--- config.mk ---
export PLATFORM = sky130hd
export DESIGN_NAME = usb_sniffer_axi_burst
export DESIGN_NICKNAME = d
export VERILOG_FILES = /design/src/rtl/usb_sniffer_axi_burst_pkg.sv /design/src/rtl/usb_sniffer_burst_fifo.sv /design/src/rtl/usb_sniffer_axi_burst.sv
export SDC_FILE = /design/constraint.sdc
export NUM_CORES = 1
export LEC_CHECK = 0
export ABC_AREA = 0
export BUFFER_PORTS_ARGS = -buffer_cell sky130_fd_sc_hd__buf_2
export CAP_MARGIN = 10
export CORE_MARGIN = 3
export CORE_UTILIZATION = 60
export DETAILED_ROUTE_END_ITERATION = 7
export PLACE_DENSITY = 0.8
export SYNTH_ARGS = -nofsm -noshare
export SYNTH_HDL_FRONTEND = slang
export SYNTH_SLANG_ARGS = --single-unit
--- constraint.sdc ---
create_clock -name clk_i -period 10 [get_ports clk_i]
set_input_delay 1 -clock clk_i [delete_from_list [all_inputs] [get_ports clk_i]]
set_output_delay 1 -clock clk_i [all_outputs]
set_load 0.005 [all_outputs]
--- src/rtl/usb_sniffer_axi_burst_pkg.sv ---
// rtl/usb_sniffer_axi_burst_pkg.sv - shared types and constants for the inport-to-AXI4 burst bridge
package usb_sniffer_axi_burst_pkg;

  typedef enum logic {
    IDLE  = 1'b0,
    WDATA = 1'b1
  } state_t;

  // Command FIFO entry layout: {rd, len[7:0], addr[31:0]}
  localparam int CMD_ADDR_LSB = 0;
  localparam int CMD_LEN_LSB  = 32;
  localparam int CMD_RD_BIT   = 40;
  localparam int CMD_W        = 41;

  localparam logic [1:0] AXI_BURST_INCR = 2'b01;
  localparam logic [1:0] AXI_RESP_OKAY  = 2'b00;

endpackage

--- src/rtl/usb_sniffer_burst_fifo.sv ---
// rtl/usb_sniffer_burst_fifo.sv - power-of-two FIFO with registered occupancy count
module usb_sniffer_burst_fifo
  import usb_sniffer_axi_burst_pkg::*;
#(
  parameter int WIDTH  = 8,
  parameter int DEPTH  = 4,
  parameter int ADDR_W = 2
) (
  input  logic             clk_i,
  input  logic             rst_i,
  input  logic             push_i,
  input  logic [WIDTH-1:0] data_in_i,
  output logic             accept_o,
  input  logic             pop_i,
  output logic             valid_o,
  output logic [WIDTH-1:0] data_out_o
);

  localparam logic [ADDR_W:0] FULL_CNT = DEPTH[ADDR_W:0];

  logic [WIDTH-1:0]  mem [DEPTH];
  logic [ADDR_W-1:0] rd_ptr_q;
  logic [ADDR_W-1:0] wr_ptr_q;
  logic [ADDR_W:0]   count_q;
  logic              do_push;
  logic              do_pop;

  assign accept_o   = (count_q != FULL_CNT);
  assign valid_o    = (count_q != '0);
  assign data_out_o = mem[rd_ptr_q];

  // A push while full is allowed to land in the slot being popped this cycle.
  assign do_push = push_i & (accept_o | pop_i);
  assign do_pop  = pop_i & valid_o;

  always_ff @(posedge clk_i) begin
    if (do_push) begin
      mem[wr_ptr_q] <= data_in_i;
    end
  end

  always_ff @(posedge clk_i or posedge rst_i) begin
    if (rst_i) begin
      rd_ptr_q <= '0;
      wr_ptr_q <= '0;
      count_q  <= '0;
    end else begin
      if (do_push) begin
        wr_ptr_q <= wr_ptr_q + 1'b1;
      end
      if (do_pop) begin
        rd_ptr_q <= rd_ptr_q + 1'b1;
      end
      case ({do_push, do_pop})
        2'b10:   count_q <= count_q + 1'b1;
        2'b01:   count_q <= count_q - 1'b1;
        default: count_q <= count_q;
      endcase
    end
  end

endmodule

--- src/rtl/usb_sniffer_axi_burst.sv ---
// rtl/usb_sniffer_axi_burst.sv - inport burst requests to AXI4 master with queued commands and write beats
module usb_sniffer_axi_burst
  import usb_sniffer_axi_burst_pkg::*;
#(
  parameter int DATA_W          = 32,
  parameter int AXI_ID          = 0,
  parameter int CMD_DEPTH       = 8,
  parameter int WDATA_DEPTH     = 16,
  parameter int MAX_OUTSTANDING = 16
) (
  input  logic                clk_i,
  input  logic                rst_i,
  input  logic [DATA_W/8-1:0] inport_wr_i,
  input  logic                inport_rd_i,
  input  logic [7:0]          inport_len_i,
  input  logic [31:0]         inport_addr_i,
  input  logic [DATA_W-1:0]   inport_write_data_i,
  output logic                inport_accept_o,
  output logic                inport_ack_o,
  output logic                inport_error_o,
  output logic                inport_last_o,
  output logic [DATA_W-1:0]   inport_read_data_o,
  output logic                awvalid,
  output logic [31:0]         awaddr,
  output logic [3:0]          awid,
  output logic [7:0]          awlen,
  output logic [1:0]          awburst,
  input  logic                awready,
  output logic                wvalid,
  output logic [DATA_W-1:0]   wdata,
  output logic [DATA_W/8-1:0] wstrb,
  output logic                wlast,
  input  logic                wready,
  input  logic                bvalid,
  input  logic [1:0]          bresp,
  output logic                bready,
  output logic                arvalid,
  output logic [31:0]         araddr,
  output logic [3:0]          arid,
  output logic [7:0]          arlen,
  output logic [1:0]          arburst,
  input  logic                arready,
  input  logic                rvalid,
  input  logic [DATA_W-1:0]   rdata,
  input  logic [1:0]          rresp,
  input  logic                rlast,
  output logic                rready
);

  localparam int STRB_W = DATA_W / 8;
  localparam int WF_W   = 1 + STRB_W + DATA_W;
  localparam int OUT_W  = $clog2(MAX_OUTSTANDING + 1);
  localparam int BAL_W  = OUT_W + 1;
  localparam logic [31:0] ADDR_MASK = ~(32'(STRB_W) - 32'd1);
  localparam logic [OUT_W-1:0] OUT_MAX = OUT_W'(MAX_OUTSTANDING);

  state_t            state_q, state_d;
  logic [7:0]        beats_q, beats_d;
  logic              offered, is_write, xfer;
  logic              cmd_push, cmd_pop, cmd_accept, cmd_valid;
  logic [CMD_W-1:0]  cmd_in, cmd_head;
  logic              wf_push, wf_pop, wf_accept, wf_valid, wf_last;
  logic [WF_W-1:0]   wf_in, wf_head;
  logic [OUT_W-1:0]  out_q;
  logic [BAL_W-1:0]  bal_q;
  logic              head_rd, w_allow, aw_hs, ar_hs, w_hs, b_done, r_done;

  assign offered  = inport_rd_i | (|inport_wr_i);
  assign is_write = |inport_wr_i;
  assign cmd_in   = {~is_write, inport_len_i, inport_addr_i};
  assign wf_in    = {wf_last, inport_wr_i, inport_write_data_i};

  always_comb begin
    state_d  = state_q;
    beats_d  = beats_q;
    cmd_push = 1'b0;
    wf_push  = 1'b0;
    wf_last  = 1'b0;
    if (state_q == IDLE) begin
      inport_accept_o = cmd_accept & wf_accept & (out_q < OUT_MAX);
    end else begin
      inport_accept_o = wf_accept;
    end
    xfer = offered & inport_accept_o;
    if (xfer) begin
      if (state_q == IDLE) begin
        cmd_push = 1'b1;
        if (is_write) begin
          wf_push = 1'b1;
          wf_last = (inport_len_i == 8'd0);
          if (inport_len_i != 8'd0) begin
            state_d = WDATA;
            beats_d = inport_len_i;
          end
        end
      end else begin
        wf_push = 1'b1;
        wf_last = (beats_q == 8'd1);
        beats_d = beats_q - 8'd1;
        if (beats_q == 8'd1) begin
          state_d = IDLE;
        end
      end
    end
  end

  always_ff @(posedge clk_i or posedge rst_i) begin
    if (rst_i) begin
      state_q <= IDLE;
      beats_q <= '0;
    end else begin
      state_q <= state_d;
      beats_q <= beats_d;
    end
  end

  usb_sniffer_burst_fifo #(
    .WIDTH (CMD_W),
    .DEPTH (CMD_DEPTH),
    .ADDR_W($clog2(CMD_DEPTH))
  ) u_cmd_fifo (
    .clk_i     (clk_i),
    .rst_i     (rst_i),
    .push_i    (cmd_push),
    .data_in_i (cmd_in),
    .accept_o  (cmd_accept),
    .pop_i     (cmd_pop),
    .valid_o   (cmd_valid),
    .data_out_o(cmd_head)
  );

  usb_sniffer_burst_fifo #(
    .WIDTH (WF_W),
    .DEPTH (WDATA_DEPTH),
    .ADDR_W($clog2(WDATA_DEPTH))
  ) u_wdata_fifo (
    .clk_i     (clk_i),
    .rst_i     (rst_i),
    .push_i    (wf_push),
    .data_in_i (wf_in),
    .accept_o  (wf_accept),
    .pop_i     (wf_pop),
    .valid_o   (wf_valid),
    .data_out_o(wf_head)
  );

  assign head_rd = cmd_head[CMD_RD_BIT];
  assign arvalid = cmd_valid & head_rd;
  assign awvalid = cmd_valid & ~head_rd;
  assign awaddr  = cmd_head[CMD_ADDR_LSB +: 32] & ADDR_MASK;
  assign araddr  = cmd_head[CMD_ADDR_LSB +: 32] & ADDR_MASK;
  assign awlen   = cmd_head[CMD_LEN_LSB +: 8];
  assign arlen   = cmd_head[CMD_LEN_LSB +: 8];
  assign awid    = 4'(AXI_ID);
  assign arid    = 4'(AXI_ID);
  assign awburst = AXI_BURST_INCR;
  assign arburst = AXI_BURST_INCR;

  assign aw_hs   = awvalid & awready;
  assign ar_hs   = arvalid & arready;
  assign cmd_pop = aw_hs | ar_hs;

  // bal_q = AW bursts accepted minus W bursts finished. It dips to -1 when the
  // presented write finished its data before its AW was taken, which blocks W
  // until that AW goes so the next burst's beats cannot overtake it.
  assign w_allow = (~bal_q[BAL_W-1] & (bal_q != '0)) | ((bal_q == '0) & awvalid);
  assign wvalid  = wf_valid & w_allow;
  assign wdata   = wf_head[DATA_W-1:0];
  assign wstrb   = wf_head[DATA_W +: STRB_W];
  assign wlast   = wf_head[WF_W-1];
  assign w_hs    = wvalid & wready;
  assign wf_pop  = w_hs;

  assign bready = 1'b1;
  assign rready = 1'b1;
  assign b_done = bvalid & bready;
  assign r_done = rvalid & rready & rlast;

  always_ff @(posedge clk_i or posedge rst_i) begin
    if (rst_i) begin
      out_q <= '0;
      bal_q <= '0;
    end else begin
      out_q <= out_q + OUT_W'(cmd_push) - OUT_W'(b_done) - OUT_W'(r_done);
      bal_q <= bal_q + BAL_W'(aw_hs) - BAL_W'(w_hs & wlast);
    end
  end

  // B wins the shared status path when both responses land together.
  assign inport_ack_o       = bvalid | rvalid;
  assign inport_error_o     = bvalid ? (bresp != AXI_RESP_OKAY) : (rresp != AXI_RESP_OKAY);
  assign inport_read_data_o = rdata;
  assign inport_last_o      = bvalid | (rvalid & rlast);

endmodule

==> results of run 1 <==
[per-stage QoR]
step / area, um2 / utilization [%] / power, uW / hold slack, ns / setup WS, ns
finish: 41900 / 68.6 / 12500 / 0.487 / 5.11
global placement: 38900 / 63.7 / 8970 / 0.464 / 5.35
global route: 41900 / 68.6 / 13000 / 0.501 / 4.79
floorplan: 37500 / - / 7960 / 0.456 / 3.55
detailed placement: 38900 / 63.7 / 9120 / 0.473 / 5.35
CTS: 41900 / 68.6 / 12600 / 0.495 / 5.00
[worst reg2reg max path, stage by stage, from the launching register on]
cell and delay [ns]:
dfrtp_4 1.08, buf_12 0.71, mux4_2 0.71, mux2_2 0.28, nand2_1 0.06, o21ai_1 0.08, and2_1 0.19, ha_1 0.26
inv_1 0.04, ha_1 0.21, fa_1 0.44, a21oi_1 0.16, nor2_1 0.05, nor2_1 0.11, xnor2_1 0.14
[sequential cells by signal, summed over array words and instances (netlist names), 4 cells and up]
register,cells
bal_q,6
beats_q,8
out_q,5
u_cmd_fifo.count_q,4
u_cmd_fifo.mem,312
u_wdata_fifo.count_q,5
u_wdata_fifo.mem,592
u_wdata_fifo.rd_ptr_q,4
u_wdata_fifo.wr_ptr_q,4
[power by group]
part / internal, uW / switching, uW / total (uW) / leakage (uW)
combinational: 1850 / 1910 / 3750 / 0.00379
clock: 1910 / 1480 / 3380 / 0.00143
sequential: 4970 / 367 / 5340 / 0.00867
[cells by family after synthesis]
logic type               count (synthesis)  synth area share (%)
multiplexers                           314                  17.3
AND/OR/NAND/NOR                        110                  1.61
flip-flops                             947                  75.4
buffers and inverters                  195                  2.98
adder cells (fa/ha/maj)                 35                  1.27
other                                    2                0.0201
XOR/XNOR                                25                 0.585
AO/OA/AOI/OAI                           46                 0.836
[area by class of cell]
class                   instances  area share [%]
multi-input cells             548            19.6
repair buffers                239            3.08
clock inverters                56            1.42
well taps                     828            2.47
diodes                          6          0.0358
flip-flops and latches        947            67.4
inverters                      37           0.332
clock buffers                 116            5.66
[routing by layer]
metal	GRT usage, %	routed length (um)
met5	0	13
met1	33.2	29200
met3	5.80	7270
met4	8.95	2750
met2	42.1	42200
[placed cells by master, fill, tap and decap left out, types with 4 or more instances in the layout]
cell        count
edfxtp_1      904
nand2_1        21
inv_1          33
nor3_1          8
clkbuf_1       25
fa_1            5
inv_2           4
a21oi_1        15
diode_2         6
nand3_1         6
ha_1           30
o21ai_0         4
nor3b_1         4
mux2i_1        10
conb_1         18
buf_2         206
xnor2_1        12
a21o_1          4
clkinv_1       19
clkinv_2       16
clkinvlp_4      4
nor2_1         18
and2_2         16
o21ai_1         7
dfrtp_4         4
buf_4          32
clkinv_16       4
mux2_2         40
nand4b_1        4
xor2_1         13
mux4_2        261
bufinv_16       8
dfrtp_1        36
clkbuf_16      91
[worst max-delay path by stage]
stage,start,endpoint,slack (ns),cells after the start
2_1_floorplan,inport_wr_i[0],u_cmd_fifo.mem[0][10],3.55,5
3_3_place_gp,u_wdata_fifo.rd_ptr_q[0],bal_q[4],5.35,14
3_5_place_dp,u_wdata_fifo.rd_ptr_q[0],bal_q[4],5.35,14
4_1_cts,u_wdata_fifo.rd_ptr_q[0],wdata[1],5.00,4
5_1_grt,u_wdata_fifo.rd_ptr_q[0],wdata[30],4.79,4
6_report,u_wdata_fifo.rd_ptr_q[0],wdata[30],5.11,4
==> flow_summary.ini, run 1 <==
[clock_tree]
clockRootBuffer = clkbuf_16
clk-insertion-delay-late_ns = 0.67
cts_tree = yes
post_cts_resized = 0
clock-sinks = 947
cts_max_level = 3
cts_hold_buf = 0
post_cts_buffers = 0
path_clk_slew_ns = 0.06
numCtsBuffers = 91
clk_path_buf_depth = 3

[sta]
final-setup-viol-count = 0
maxSlewViolCount = 0
fmax_mhz = 204
worst_slew_pin_slew_ns = 1.13
fin_worst_skew_ns = 0.0552
relSlewSlack_pct = 25.0
min_period_ns = 4.89
setup_tns_ns = 0
rsz0062_at_grt = false
finalHoldViolCount = 0
min_period_over_period_pct = 48.9

[setup_path]
cp.arrival_ns = 3.89
worst_r2r_endpoint = bal_q[4]
r2r-start = u_wdata_fifo.rd_ptr_q[0]
cp_max_fo = 101
worst-r2r-cell-count = 14
crit_chain = buf_12 -> mux4_2 -> mux4_2 -> buf_2
worstSetupEndpointType = output port
cp_top_family = multiplexers
critPathKind = register to output port
cp-start-kind = register
cp.required_ns = 9.00
r2r_slack_ns = 5.41
max_stage_delay_ns = 1.08
path_buf_inv = 2
crit_path_top_delay_cell = dfrtp_4
crit_top_cell = mux4_2

[floorplan]
num_rows = 90
pin_count = 291
core_area_um2 = 61000
initial_utilization_pct = 61.3
fp.dieH_um = 256
die-area_um2 = 65400
die_w_um = 256

[synth]
synth-seq-cells = 947
ys_seq_area_share_pct = 75.4
netlist_instances = 1674
yosysMostFrequentCell = edfxtp_1
synth_ff_type = edfxtp_1
yosys.area.top_type_share_pct = 72.6
synthArstFlopShare_pct = 4.54
avgSynthCellArea_um2 = 22.4
synth_edf_count = 904
syn_area_um2 = 37400
yosys-top-cells-area = edfxtp_1, mux4_2, dfrtp_1
synth_common_cells = edfxtp_1, mux4_2, buf_4
synth_cell_type_count = 57
yosysTopAreaCell = edfxtp_1
yosys_warnings = 0

[cells_and_area]
multiInputGateArea_um2 = 8210
layout-drive-gt1-share_pct = 36.6
layout.nets = 2020
fill_cells = 3612
fin_cells = 2777
regArea_um2 = 28200
syn_to_final_growth_pct = 12.0

[hold_path]
hold_end = out_q[0]
holdCritPathClass = register to register
whs_path_depth = 1
hold_path_startpoint = out_q[0]

[power_and_ir_drop]
power.density_nw_per_um2 = 298
leakage_uw = 0.0139
ir_drop_mv = 0.243

[global_routing]
grt_pass1_wl_um = 120000
grt.total_usage_pct = 25.2
grt_pass1_vias = 18300
grt_max_degree = 102
antenna_found_initial = 5
overflow = 0

[place]
dp.cells = 2598
dp_hpwl_um = 40300
portBuffers = 206
place.gp.congestion = 0.779

[job]
max_cap_viol_count = 0

[detailed_routing]
postRouteAntennaNets = 0
num_vias = 17700
drc_errors = 0
viasPerCell = 6.39
wl_um = 81500
dr.pass1.iters = 5
drt_iter0_markers = 1784
wl_per_cell_um = 29.3

[outcome]
status = completed
No activity file was read; power rests on OpenSTA's default activity.
==> run 2: changes to the inputs <==
==> constraint.sdc (replaced) <==
create_clock -name clk_i -period 4.9 [get_ports clk_i]
set_input_delay 0.49 -clock clk_i [delete_from_list [all_inputs] [get_ports clk_i]]
set_output_delay 0.49 -clock clk_i [all_outputs]
set_load 0.005 [all_outputs]
==> run 2 against run 1 <==
Non-clock buffer count is 5 higher; clock skew is 0.026 ns lower; routed wire length is 0.20% higher; hold slack worse by 0.40 ns; total power is 110% higher.
==> flow_summary.ini, run 2 (synthesis results as in run 1) <==
[floorplan]
die-area_um2 = 65400
pin_count = 291
fp.dieH_um = 256
initial_utilization_pct = 61.3
num_rows = 90
core_area_um2 = 61000
die_w_um = 256

[clock_tree]
clockRootBuffer = clkbuf_16
clk-insertion-delay-late_ns = 0.64
post_cts_resized = 0
numCtsBuffers = 91
path_clk_slew_ns = 0.06
cts_max_level = 3
cts_hold_buf = 0
clock-sinks = 947
clk_path_buf_depth = 3
cts_tree = yes
post_cts_buffers = 0

[setup_path]
r2r-start = u_cmd_fifo.rd_ptr_q[0]
cp.arrival_ns = 3.71
max_stage_delay_ns = 0.88
critPathKind = register to output port
worstSetupEndpointType = output port
worst-r2r-cell-count = 13
cp.required_ns = 4.41
cp-start-kind = register
worst_r2r_endpoint = bal_q[4]
crit_top_cell = mux4_2
r2r_slack_ns = 1.14
cp_max_fo = 41
crit_path_top_delay_cell = dfrtp_4
crit_chain = buf_4 -> mux4_2 -> mux4_2 -> buf_2

[cells_and_area]
final_cell_mix = edfxtp_1, mux4_2, buf_2, clkbuf_16, mux2_2
mostFrequentLayoutCell = edfxtp_1
finish.instance_area_um2 = 42000
layout-drive-gt1-share_pct = 36.6
layout.nets = 2025
top_regs = u_wdata_fifo.mem (592), u_cmd_fifo.mem (312), beats_q (8)
largest_register_ffs = 592
top_register = u_wdata_fifo.mem
fill_cells = 3585
syn_to_final_growth_pct = 12.4

[sta]
finalHoldViolCount = 0
fmax_mhz = 238
min_period_ns = 4.20
relSlewSlack_pct = 18.2
rsz0062_at_grt = false
min_period_over_period_pct = 85.6
maxSlewViolCount = 0
worst_slew_pin_slew_ns = 1.23
fin_worst_skew_ns = 0.0293
setup_tns_ns = 0
final-setup-viol-count = 0

[detailed_routing]
dr.pass1.iters = 5
drt_iter0_markers = 1767
num_vias = 17600
viasPerCell = 6.33
wl_per_cell_um = 29.4
postRouteAntennaNets = 0
drc_errors = 0
wl_um = 81600

[hold_path]
holdCritPathClass = input pin to async pin

[global_routing]
antenna_found_initial = 8
grt_max_degree = 79
grt_pass1_vias = 18700
overflow = 0
grt.total_usage_pct = 25.4
grt_pass1_wl_um = 123000

[power_and_ir_drop]
leakage_uw = 0.0140
ir_drop_mv = 0.415
power.density_nw_per_um2 = 609
power.total_uw = 25600

[place]
dp_hpwl_um = 41800
portBuffers = 206
place.gp.congestion = 0.756
dpl_cell_area_um2 = 39100

[job]
max_cap_viol_count = 0

[outcome]
status = completed
run 2: how the worst max path moves through the flow:
stage / from / slack [ns] / cells after the start / to
2_1_floorplan: inport_wr_i[0] / 0.36 / 5 / u_cmd_fifo.mem[2][10]
3_3_place_gp: inport_wr_i[1] / 1.08 / 13 / out_q[2]
3_5_place_dp: inport_wr_i[1] / 1.01 / 13 / out_q[3]
4_1_cts: u_wdata_fifo.rd_ptr_q[0] / 0.59 / 4 / wdata[21]
5_1_grt: u_wdata_fifo.rd_ptr_q[0] / 0.46 / 4 / wdata[21]
6_report: u_wdata_fifo.rd_ptr_q[0] / 0.70 / 4 / wdata[21]
run 2: cell type report:
type                       count  area, um2  share of cell area [%]
inverter                      37        139                   0.330
antenna                        7       17.5                  0.0417
timing repair buffer         244       1400                    3.34
clock inverter                53        531                    1.26
multi-input combinational    548       8230                    19.6
sequential                   947      28200                    67.2
tap                          828       1040                    2.46
clock buffer                 116       2440                    5.81
run 2: per-layer routing:
metal	part of all wire (%)	vias to the layer above	global-route usage, %
li1	-	7222	-
met1	37	9313	34.1
met2	53	890	43.3
met3	7.4	156	4.94
met4	2.5	4	7.55
met5	0.027	-	0
run 2: per-stage QoR:
step                hold WS [ns]  util (%)  instances  setup WS, ns
floorplan                  0.456         -       1690         0.357
global placement           0.465      64.0       2604          1.08
detailed placement         0.479      64.0       2604          1.01
CTS                       0.0827      68.9       2773         0.590
global route               0.113      68.9       2776         0.459
finish                    0.0869      68.9       2780         0.705
run 2: report_power, final:
| group | switching (uW) | internal [uW] | total (uW) | leakage, uW |
|---|---|---|---|---|
| clock network | 2930 | 4060 | 6990 | 0.00145 |
| registers | 816 | 10100 | 10900 | 0.00867 |
| logic | 3840 | 3820 | 7650 | 0.00384 |
| total | 7580 | 18000 | 25600 | 0.0140 |
run 2: critical path: cells and delay by family (launching register included):
kind	cells	cell delay (ns)
DFF	1	0.88
muxes	2	1.19
buffers and inverters	2	0.95
==> run 3: changes to the inputs <==
--- a/config.mk
+++ b/config.mk
@@ -14,4 +14,5 @@
 export PLACE_DENSITY = 0.8
 export SYNTH_ARGS = -nofsm -noshare
 export SYNTH_HDL_FRONTEND = slang
+export SYNTH_HIERARCHICAL = 1
 export SYNTH_SLANG_ARGS = --single-unit
==> run 3 against run 2 <==
Routed wire length fell by 4.9%; synthesized area rose by 1.6%; utilization fell by 0.21 points.
==> flow_summary.ini, run 3 <==
[setup_path]
worst-r2r-cell-count = 14
worstSetupEndpointType = register
cp.arrival_ns = 4.65
worst_r2r_endpoint = u_wdata_fifo/count_q[4]
cp.required_ns = 5.42
r2r_slack_ns = 0.77
critPathKind = register to register
r2r-start = u_cmd_fifo/rd_ptr_q[0]
cp-start-kind = register
cp_max_fo = 9

[detailed_routing]
drc_errors = 0
num_vias = 19000
dr.pass1.iters = 5
drt_iter0_markers = 1626
wl_um = 77600
viasPerCell = 6.19
wl_per_cell_um = 25.3
postRouteAntennaNets = 0

[floorplan]
pin_count = 291
num_rows = 91
initial_utilization_pct = 61.1
core_area_um2 = 62200
die-area_um2 = 66400
fp.dieH_um = 258
die_w_um = 258

[sta]
min_period_ns = 4.13
worst_slew_pin_slew_ns = 1.16
finalHoldViolCount = 0
final-setup-viol-count = 0
maxSlewViolCount = 0
fmax_mhz = 242
fin_worst_skew_ns = 0.0457
rsz0062_at_grt = false
relSlewSlack_pct = 22.8
setup_tns_ns = 0
min_period_over_period_pct = 84.4

[cells_and_area]
top_regs = u_wdata_fifo/mem (592), u_cmd_fifo/mem (312), beats_q (8)
syn_to_final_growth_pct = 12.4
top_register = u_wdata_fifo/mem
multiInputGateArea_um2 = 8740
layout-drive-gt1-share_pct = 29.9
fill_cells = 3818
final_cell_mix = edfxtp_1, buf_2, mux4_2, mux2i_1, clkbuf_16
regArea_um2 = 28200
largest_register_ffs = 592
fin_cells = 3065
layout.nets = 2297
mostFrequentLayoutCell = edfxtp_1

[place]
portBuffers = 206
place.gp.congestion = 0.748
dp_hpwl_um = 43100
dp.cells = 2884

[clock_tree]
path_clk_slew_ns = 0.06
clk-insertion-delay-late_ns = 0.65
numCtsBuffers = 91
post_cts_resized = 0
cts_max_level = 3
cts_tree = yes
clock-sinks = 947
post_cts_buffers = 0
cts_hold_buf = 1
clk_path_buf_depth = 3
clockRootBuffer = clkbuf_16

[power_and_ir_drop]
leakage_uw = 0.0145
power.density_nw_per_um2 = 601
ir_drop_mv = 0.430

[hold_path]
whs_path_depth = 1
hold_end = u_cmd_fifo/mem[6][31]
holdCritPathClass = input pin to register
hold_path_startpoint = inport_addr_i[31]

[global_routing]
grt_pass1_vias = 20000
grt.total_usage_pct = 23.6
grt_max_degree = 77
grt_pass1_wl_um = 119000
antenna_found_initial = 12
overflow = 0

[synth]
netlist_instances = 1958
avgSynthCellArea_um2 = 19.4
syn_area_um2 = 38000
yosys_warnings = 6

[job]
max_cap_viol_count = 0

[outcome]
status = completed
==> run 3: cell count changes in the layout (fill, tap and decap cells not counted), moves of 15 or more <==
cell / previous run / this run
a221oi_1: 2 / 37
a22oi_1: 0 / 38
mux2_2: 40 / 80
nand2_1: 21 / 59
o21ai_0: 4 / 80
a21oi_1: 15 / 51
mux2i_1: 10 / 116
and2_2: 16 / 1
mux4_2: 261 / 152
==> run 3: per-stage QoR <==
step | instance area [um2] | setup slack (ns) | hold slack [ns] | utilization [%] | power [uW]
5_1_grt | 42700 | 0.487 | 0.116 | 68.7 | 26900
4_1_cts | 42700 | 0.731 | 0.0906 | 68.6 | 25900
2_1_floorplan | 38100 | -0.486 | 0.330 | - | 16300
3_3_place_gp | 39600 | 0.827 | 0.464 | 63.8 | 18500
6_report | 42700 | 0.766 | 0.131 | 68.7 | 25700
3_5_place_dp | 39600 | 0.797 | 0.471 | 63.8 | 18800
==> run 3: worst max-delay path: stages, from the launching register on <==
cell and delay, ns:
dfrtp_4 0.46, mux4_2 0.49, mux2_2 0.30, nor2b_1 0.24, mux2_2 0.21, and3_1 0.18, o21a_1 0.37, inv_1 0.10
ha_1 0.26, ha_1 0.33, nor2b_1 0.14, o21ai_0 0.23, a21oi_1 0.12, or3b_2 0.46, xnor2_1 0.14
==> run 3: worst max path at each step <==
stage	from	end	slack, ns	depth (start not counted)
3_5_place_dp	u_cmd_fifo/rd_ptr_q[0]	u_wdata_fifo/count_q[4]	0.80	14
2_1_floorplan	u_cmd_fifo/rd_ptr_q[0]	u_cmd_fifo/mem[2][10]	-0.49	9
6_report	u_cmd_fifo/rd_ptr_q[0]	u_wdata_fifo/count_q[4]	0.77	14
4_1_cts	u_cmd_fifo/rd_ptr_q[0]	araddr[5]	0.73	5
3_3_place_gp	u_cmd_fifo/rd_ptr_q[0]	u_wdata_fifo/count_q[4]	0.83	14
5_1_grt	u_cmd_fifo/rd_ptr_q[0]	u_wdata_fifo/count_q[4]	0.49	14
==> run 3: per-layer routing <==
layer / GRT usage, % / wire length (um)
met5: 0 / 26
met4: 9.97 / 2710
met1: 30.2 / 28700
met2: 39.8 / 39900
met3: 5.07 / 6310
==> run 3: area by class of cell <==
cell class              instances  area share, %
clock buffers                 120           5.73
multi-input cells             808           20.5
clock inverters                49           1.32
inverters                      36          0.316
well taps                     837           2.45
diodes                         11         0.0645
repair buffers                257           3.52
flip-flops and latches        947           66.1
==> run 3: power by group <==
group | total [uW] | internal (uW) | leakage, uW | switching [uW]
logic | 8110 | 3570 | 0.00440 | 4540
registers | 10600 | 10000 | 0.00868 | 559
clock network | 6960 | 4070 | 0.00146 | 2890
total | 25700 | 17700 | 0.0145 | 7990
